==> config.mk <==
export PLATFORM = sky130hd
export DESIGN_NAME = mem_stage
export DESIGN_NICKNAME = d
export VERILOG_FILES = /design/src/rtl/mem_stage.sv
export SDC_FILE = /design/constraint.sdc
export NUM_CORES = 2
export LEC_CHECK = 0
export ABC_AREA = 1
export CAP_MARGIN = 20
export CORE_ASPECT_RATIO = 1.75
export CORE_MARGIN = 2
export CORE_UTILIZATION = 30
export CTS_CLUSTER_SIZE = 14
export DETAILED_ROUTE_END_ITERATION = 8
export HOLD_SLACK_MARGIN = 0.03
export PLACE_DENSITY_LB_ADDON = 0.2
export SETUP_SLACK_MARGIN = 0.2
export SLEW_MARGIN = 20
export SYNTH_ARGS = -nofsm -noshare
export SYNTH_HDL_FRONTEND = slang
export SYNTH_SLANG_ARGS = --single-unit
export TNS_END_PERCENT = 10
==> constraint.sdc <==
create_clock -name i_clk -period 7.95 [get_ports i_clk]
set_input_delay 1.9875 -clock i_clk [delete_from_list [all_inputs] [get_ports i_clk]]
set_output_delay 1.9875 -clock i_clk [all_outputs]
set_load 0.05 [all_outputs]
==> src/rtl/mem_stage.sv <==
// rtl/mem_stage.sv - MEM stage and MEM/WB register: byte-lane data memory with post-reset clear sequence.
module mem_stage #(
  parameter int BITS_SIZE     = 32,
  parameter int BITS_REGS     = 5,
  parameter int MEM_ADDR_BITS = 6
) (
  input  logic                     i_clk,
  input  logic                     i_reset,
  input  logic                     i_enable,
  input  logic [BITS_SIZE-1:0]     i_exmem_alu,
  input  logic [BITS_SIZE-1:0]     i_exmem_data_write,
  input  logic                     i_exmem_mem_read,
  input  logic                     i_exmem_mem_write,
  input  logic [1:0]               i_exmem_size,
  input  logic                     i_exmem_zero_extend,
  input  logic                     i_exmem_mem_to_reg,
  input  logic                     i_exmem_reg_write,
  input  logic                     i_exmem_lui,
  input  logic                     i_exmem_jal,
  input  logic                     i_exmem_halt,
  input  logic [BITS_SIZE-1:0]     i_exmem_extension,
  input  logic [BITS_SIZE-1:0]     i_exmem_pc8,
  input  logic [BITS_REGS-1:0]     i_exmem_register_dst,
  input  logic [MEM_ADDR_BITS-1:0] i_debug_addr,
  output logic [BITS_SIZE-1:0]     o_debug_data,
  output logic                     o_mem_ready,
  output logic [BITS_SIZE-1:0]     o_memwb_dato_mem,
  output logic [BITS_SIZE-1:0]     o_memwb_alu,
  output logic [BITS_SIZE-1:0]     o_memwb_extension,
  output logic [BITS_SIZE-1:0]     o_memwb_pc8,
  output logic [1:0]               o_memwb_size_filterL,
  output logic                     o_memwb_zero_extend,
  output logic                     o_memwb_mem_to_reg,
  output logic                     o_memwb_reg_write,
  output logic                     o_memwb_lui,
  output logic                     o_memwb_jal,
  output logic                     o_memwb_halt,
  output logic [BITS_REGS-1:0]     o_memwb_register_dst
);

  localparam int DEPTH = 2 ** MEM_ADDR_BITS;
  localparam logic [0:0] ST_CLEAR = 1'b0;
  localparam logic [0:0] ST_RUN   = 1'b1;

  logic [0:0]               state_q, state_d;
  logic [MEM_ADDR_BITS-1:0] clr_cnt_q, clr_cnt_d;
  logic [BITS_SIZE-1:0]     mem_q [DEPTH];

  logic [MEM_ADDR_BITS-1:0] word_idx;
  logic [1:0]               lane;
  logic                     store;
  logic [3:0]               lane_we;
  logic [BITS_SIZE-1:0]     wr_data;
  logic [BITS_SIZE-1:0]     rd_word;
  logic [BITS_SIZE-1:0]     load_data;
  logic                     unused_addr_bits;

  logic [BITS_SIZE-1:0] dato_mem_q, alu_q, extension_q, pc8_q;
  logic [1:0]           size_q;
  logic                 zero_extend_q, mem_to_reg_q, reg_write_q, lui_q, jal_q, halt_q;
  logic [BITS_REGS-1:0] register_dst_q;

  // Upper address bits wrap onto the small memory.
  assign word_idx         = i_exmem_alu[MEM_ADDR_BITS+1:2];
  assign lane             = i_exmem_alu[1:0];
  assign unused_addr_bits = ^i_exmem_alu[BITS_SIZE-1:MEM_ADDR_BITS+2];
  assign store            = (state_q == ST_RUN) && i_enable && i_exmem_mem_write;
  assign rd_word          = mem_q[word_idx];

  always_comb begin
    state_d   = state_q;
    clr_cnt_d = clr_cnt_q;
    if (state_q == ST_CLEAR) begin
      clr_cnt_d = clr_cnt_q + 1'b1;
      if (clr_cnt_q == {MEM_ADDR_BITS{1'b1}}) state_d = ST_RUN;
    end
  end

  always_ff @(posedge i_clk) begin
    if (i_reset) begin
      state_q   <= ST_CLEAR;
      clr_cnt_q <= '0;
    end else begin
      state_q   <= state_d;
      clr_cnt_q <= clr_cnt_d;
    end
  end

  // Store data is replicated across lanes so each lane enable picks its own slice.
  always_comb begin
    lane_we = 4'b0000;
    wr_data = i_exmem_data_write;
    case (i_exmem_size)
      2'b00: begin
        lane_we[lane] = 1'b1;
        wr_data       = {4{i_exmem_data_write[7:0]}};
      end
      2'b01: begin
        lane_we = i_exmem_alu[1] ? 4'b1100 : 4'b0011;
        wr_data = {2{i_exmem_data_write[15:0]}};
      end
      default: lane_we = 4'b1111;
    endcase
  end

  always_ff @(posedge i_clk) begin
    if (!i_reset) begin
      if (state_q == ST_CLEAR) begin
        mem_q[clr_cnt_q] <= '0;
      end else if (store) begin
        for (int l = 0; l < 4; l++) begin
          if (lane_we[l]) mem_q[word_idx][8*l +: 8] <= wr_data[8*l +: 8];
        end
      end
    end
  end

  // Loads are right-aligned only; sign/zero filtering happens in WB.
  always_comb begin
    load_data = '0;
    if (i_exmem_mem_read) begin
      case (i_exmem_size)
        2'b00:   load_data = rd_word >> {lane, 3'b000};
        2'b01:   load_data = rd_word >> {i_exmem_alu[1], 4'b0000};
        default: load_data = rd_word;
      endcase
    end
  end

  always_ff @(posedge i_clk) begin
    if (i_reset || (state_q == ST_CLEAR)) begin
      dato_mem_q     <= '0;
      alu_q          <= '0;
      extension_q    <= '0;
      pc8_q          <= '0;
      size_q         <= '0;
      zero_extend_q  <= 1'b0;
      mem_to_reg_q   <= 1'b0;
      reg_write_q    <= 1'b0;
      lui_q          <= 1'b0;
      jal_q          <= 1'b0;
      halt_q         <= 1'b0;
      register_dst_q <= '0;
    end else if (i_enable) begin
      dato_mem_q     <= load_data;
      alu_q          <= i_exmem_alu;
      extension_q    <= i_exmem_extension;
      pc8_q          <= i_exmem_pc8;
      size_q         <= i_exmem_size;
      zero_extend_q  <= i_exmem_zero_extend;
      mem_to_reg_q   <= i_exmem_mem_to_reg;
      reg_write_q    <= i_exmem_reg_write;
      lui_q          <= i_exmem_lui;
      jal_q          <= i_exmem_jal;
      halt_q         <= i_exmem_halt;
      register_dst_q <= i_exmem_register_dst;
    end
  end

  assign o_debug_data         = mem_q[i_debug_addr];
  assign o_mem_ready          = (state_q == ST_RUN);
  assign o_memwb_dato_mem     = dato_mem_q;
  assign o_memwb_alu          = alu_q;
  assign o_memwb_extension    = extension_q;
  assign o_memwb_pc8          = pc8_q;
  assign o_memwb_size_filterL = size_q;
  assign o_memwb_zero_extend  = zero_extend_q;
  assign o_memwb_mem_to_reg   = mem_to_reg_q;
  assign o_memwb_reg_write    = reg_write_q;
  assign o_memwb_lui          = lui_q;
  assign o_memwb_jal          = jal_q;
  assign o_memwb_halt         = halt_q;
  assign o_memwb_register_dst = register_dst_q;

endmodule

==> After elaboration in Yosys (flattened, before gate mapping) <==
Memories as Yosys holds them, arrays and structs flattened.
Index checks and enable logic that the tools add are counted.
{ "totals": {"regBits": 148, "latch_bits": 0, "ram_bits": 2048, "rom_bits": 0, "input_bits": 152, "out_inout_bits": 174, "memories": 1} }
{ "mem_list": {"columns": ["name", "words", "width", "rd", "rd_clocked_by_memory_dff", "wr", "line_no", "source"], "rows": [
  ["mem_q", 64, 32, 2, 0, 1, "47", "logic [BITS_SIZE-1:0] mem_q [DEPTH];"]
]} }
{ "classes": {"add_sub_neg": 1, "n_mul": 0, "div_mod_pow": 0, "order_cmp": 2, "n_eq_ne": 2, "n_shift": 2, "mux": 35, "n_bitwise": 1, "n_reduce_logical": 6} }
{ "ops": {"columns": ["cell", "count"], "rows": [
  ["case mux 32 bit (2 select lines)", 2],
  ["two-way mux 32 bit", 2],
  ["right shift 32 x 5 -> 32 bit", 2],
  ["OR reduction 32 bit", 1],
  ["two-way mux 1 bit", 26],
  ["two-way mux 4 bit", 2],
  ["case mux 4 bit (2 select lines)", 1],
  ["adder 6 x 1 -> 6 bit, second input constant", 1],
  ["== test 6 bit, second input constant", 1],
  ["two-way mux 6 bit", 1],
  ["logical AND 1 bit", 3],
  ["less-than comparator 2 x 3 -> 1 bit, second input constant", 1],
  ["demux 1 bit (select 2 bit)", 1],
  ["== test 2 x 1 -> 1 bit, second input constant", 1],
  [">= comparator 2 x 1 -> 1 bit, second input constant", 1],
  ["zero test 2 bit", 1],
  ["logical OR 1 bit", 1],
  ["NOT 1 bit", 1]
]} }

==> Depth between registers and ports, before layout <==
{ "depth": {"depth_word": 12, "depth_mapped": 18, "mapped_depth_nobuf": 15} }

==> Least setup slack after synthesis <==
OpenSTA, ideal clock, no wires.
{ "synth_path": {"path_kind": "in2out", "startpoint": "input port i_debug_addr[0]", "endpoint": "output port o_debug_data[13]", "arrival_ns": 4.316, "required_ns": 5.963, "path_slack_ns": 1.647, "path_stages": 11, "path_buffers": 4, "cell_sequence": "buf_4 inv_2 buf_6 buf_4 clkbuf_1 nor2_1 o22ai_1 nor2_1 o22ai_1 nor2_1 o21ai_0"} }
{ "synth_between": {"elab_chain_cells": 1} }
{ "synth_lines": {"columns": ["item", "line_no", "source"], "rows": [
  ["from (decl)", "24", "input logic [MEM_ADDR_BITS-1:0] i_debug_addr,"],
  ["memory read (64 x 32 bit)", null, null],
  ["to (decl)", "25", "output logic [BITS_SIZE-1:0] o_debug_data,"]
]} }
No other way between the ends.

==> Worst setup path in the final report <==
{ "layout_path": {"startpoint": "input port i_debug_addr[2]", "endpoint": "output port o_debug_data[7]"} }
The elaborated chain is that of the path after synthesis.

==> insert_results.sql <==
INSERT INTO impl_metrics (metric_group, metric, value, unit) VALUES
('layout', 'sequential_cell_area', '64500', 'um^2'),
('worst_setup_path', 'crit-reg2reg-capture', 'mem_q[63][29]$_DFFE_PP_', ''),
('worst_setup_path', 'r2r_setup_slk', '3.01', 'ns'),
('sta', 'max_clock_freq', '134', 'MHz'),
('clock_network', 'numCtsBuffers', '211', ''),
('floorplan', 'std_cell_rows', '290', ''),
('layout', 'design_area', '123000', 'um^2'),
('synthesis', 'syn_area_per_cell', '9.18', 'um^2'),
('sta', 'hold_violations', '0', ''),
('sta', 'setup_repair_after_global_routing_missed_its_margin', 'no', ''),
('global_routing', 'grt_overflow_total', '0', ''),
('synthesis', 'synth_top_area_share', '0.574', ''),
('run', 'maxCapViolations', '0', ''),
('clock_network', 'clock_latency', '0.95', 'ns'),
('clock_network', 'ctsHtreeMaxLevel', '4', ''),
('pwr', 'power_density', '208', 'nW/um^2'),
('route', 'detail-route-antenna-nets', '0', ''),
('place', 'preCtsSetupSlack', '0.553', 'ns'),
('synthesis', 'count_leader_synth', 'sky130_fd_sc_hd__nand2_1', ''),
('worst_setup_path', 'worst_setup_path_start_kind', 'primary input', ''),
('sta', 'report.final.setup_viol', '0', ''),
('worst_setup_path', 'cp_cell_sequence', 'buf_8, inv_8, buf_4, o21ai_0, o22ai_1, a21oi_1, buf_4, a21oi_1, buf_4, buf_12', ''),
('synthesis', 'synth_nets', '11800', ''),
('floorplan', 'fp.coreArea', '356000', 'um^2'),
('layout', 'max_flop_register', 'mem_q', ''),
('floorplan', 'die_w', '456', 'um'),
('floorplan', 'floorplan.io_pins', '326', ''),
('global_routing', 'grt_max_degree', '202', ''),
('worst_setup_path', 'arrival', '5.50', 'ns'),
('synthesis', 'synth_edf_count', '2048', ''),
('synthesis', 'seq_area_frac_synth', '0.601', ''),
('hold_path', 'min-delay-path-class', 'flop to flop', ''),
('clock_network', 'cts_root_buf', 'sky130_fd_sc_hd__clkbuf_16', ''),
('worst_setup_path', 'setup.worst_path.end', 'o_debug_data[7]', ''),
('sta', 'layout_min_cycle_time', '7.48', 'ns'),
('place', 'buffer_ports.inserted', '325', ''),
('route', 'drt-pass1-iter-count', '9', ''),
('worst_setup_path', 'worst-endpoint-required', '5.96', 'ns'),
('floorplan', 'dieArea', '362000', 'um^2'),
('route', 'detail_route.drc_violations', '0', ''),
('layout', 'final_net_count', '11800', ''),
('sta', 'timing.max_slew.rel_slack', '0.129', ''),
('global_routing', 'first_global_vias', '91700', ''),
('sta', 'layout_setup_ws', '0.465', 'ns'),
('worst_setup_path', 'worst-r2r-cell-count', '11', ''),
('worst_setup_path', 'slowest_stage', 'sky130_fd_sc_hd__o22ai_1', ''),
('global_routing', 'wire_length_of_the_first_global_routing_pass', '691000', 'um'),
('synthesis', 'synth_cells', '11700', ''),
('global_routing', 'grt_antenna_before_repair', '26', ''),
('sta', 'timing.final.max_slew_violations', '0', ''),
('clock_network', 'clock_tree.buffer_depth', '4', ''),
('layout', 'area_of_the_multi_input_gates', '38400', 'um^2'),
('worst_setup_path', 'worst-path-max-fanout', '82', ''),
('route', 'route.vias.total', '95700', ''),
('clock_network', 'cts.sinks', '2196', ''),
('worst_setup_path', 'worstSetupStartpoint', 'i_debug_addr[2]', ''),
('synthesis', 'synth.lib_cells_used.distinct', '37', ''),
('synthesis', 'synth_ff_type', 'sky130_fd_sc_hd__edfxtp_1', ''),
('route', 'finalWirelength', '495000', 'um'),
('worst_setup_path', 'timing.critical_path.mode_cell', 'sky130_fd_sc_hd__buf_4', ''),
('run_status', 'outcome', 'completed', ''),
('synthesis', 'ys_top_cells_by_area', 'sky130_fd_sc_hd__edfxtp_1, sky130_fd_sc_hd__nand3_1, sky130_fd_sc_hd__nand2_1, sky130_fd_sc_hd__o21ai_0, sky130_fd_sc_hd__nor2_1', ''),
('layout', 'largest_register_ffs', '2048', ''),
('clock_network', 'clkSlewWorstSetupHoldPaths', '0.06', 'ns'),
('sta', 'timing.clock.skew', '0.0482', 'ns'),
('synthesis', 'synth_commonest_cells', 'sky130_fd_sc_hd__nand2_1, sky130_fd_sc_hd__edfxtp_1, sky130_fd_sc_hd__nand3_1', ''),
('layout', 'filler_cell_count', '35500', ''),
('route', 'wire_per_inst', '30.1', 'um'),
('worst_setup_path', 'worstSetupPathType', 'primary input to output pin', ''),
('floorplan', 'effective_utilization_at_floorplan', '0.301', ''),
('worst_setup_path', 'cpPeakStageDelay', '0.63', 'ns');
==> final cells by class <==
cell class | count | share of cell area
Multi-Input combinational cell | 8470 | 0.313
Antenna cell | 12 | 0.000245
Timing Repair Buffer | 682 | 0.0582
Tap cell | 4672 | 0.0476
Clock inverter | 106 | 0.00725
Inverter | 49 | 0.00208
Clock buffer | 270 | 0.0461
Sequential cell | 2196 | 0.525
==> worst max-delay path, delay by kind of cell <==
kind	cells	cell delay (ns)
buffers and inverters	6	1.62
AOI/OAI and AO/OA	4	1.42
==> power breakdown <==
group / internal, uW / switching [uW] / total, uW
Clock: 5490 / 4660 / 10200
Sequential: 12500 / 14.9 / 12500
Combinational: 775 / 2130 / 2910
==> cell families after synthesis <==
logic type      after synthesis  share of synthesized area
fa+ha+maj                     1                   0.000117
flops                      2196                      0.601
buf+inv                    1017                     0.0432
simple gates               6307                      0.246
compound gates             2162                      0.110
==> metrics by stage <==
stage | std cells | hold slack, ns | utilization | power (uW)
after floorplan | 11700 | 0.453 | - | 14300
after global placement | 16100 | 0.447 | 0.326 | 15500
after detailed placement | 16100 | 0.454 | 0.326 | 15600
after CTS | 16400 | 0.464 | 0.345 | 25600
after global routing | 16400 | 0.477 | 0.345 | 26100
final | 16500 | 0.460 | 0.345 | 25500
==> how the worst min path moves through the flow <==
stage | from | cells past startpoint | slack (ns) | to
detailed placement | o_memwb_extension[28]$_SDFFE_PP0P_ | 2 | 0.45 | o_memwb_extension[28]$_SDFFE_PP0P_
global route | o_memwb_jal$_SDFFE_PP0P_ | 2 | 0.48 | o_memwb_jal$_SDFFE_PP0P_
global placement | o_memwb_register_dst[3]$_SDFFE_PP0P_ | 2 | 0.45 | o_memwb_register_dst[3]$_SDFFE_PP0P_
CTS | o_memwb_alu[27]$_SDFFE_PP0P_ | 2 | 0.46 | o_memwb_alu[27]$_SDFFE_PP0P_
floorplan | clr_cnt_q[4]$_SDFFE_PP0N_ | 2 | 0.45 | o_mem_ready$_SDFF_PP0_
finish | o_memwb_extension[27]$_SDFFE_PP0P_ | 2 | 0.46 | o_memwb_extension[27]$_SDFFE_PP0P_
==> layer usage <==
metal	GRT usage	routed length, um	share of wire	vias to the layer above
li1	-	-	-	41200
met1	0.287	166000	0.33	46800
met2	0.436	235000	0.47	6128
met3	0.0414	41100	0.083	1588
met4	0.241	53500	0.11	28
met5	0	171	0.00035	-
==> layout by cell type, fill, tap and decap left out, types with 12 or more instances in the layout <==
cell type                         count
sky130_fd_sc_hd__buf_4              290
sky130_fd_sc_hd__nor2_2              26
sky130_fd_sc_hd__a21oi_1            186
sky130_fd_sc_hd__clkinv_2            34
sky130_fd_sc_hd__a31oi_1             19
sky130_fd_sc_hd__o32ai_1             19
sky130_fd_sc_hd__o22ai_1            617
sky130_fd_sc_hd__clkbuf_1            44
sky130_fd_sc_hd__nor2_4              26
sky130_fd_sc_hd__diode_2             12
sky130_fd_sc_hd__nor2_1            1554
sky130_fd_sc_hd__clkinv_1            51
sky130_fd_sc_hd__buf_12              99
sky130_fd_sc_hd__o21ai_0           1258
sky130_fd_sc_hd__dfxtp_1            148
sky130_fd_sc_hd__o21ai_1             38
sky130_fd_sc_hd__nand3_1           2029
sky130_fd_sc_hd__edfxtp_1          2048
sky130_fd_sc_hd__nand2_1           2649
sky130_fd_sc_hd__clkbuf_16          214
sky130_fd_sc_hd__bufinv_16           15
sky130_fd_sc_hd__clkdlybuf4s50_1    280
sky130_fd_sc_hd__inv_1               25
No activity file was read; power rests on OpenSTA's default activity.
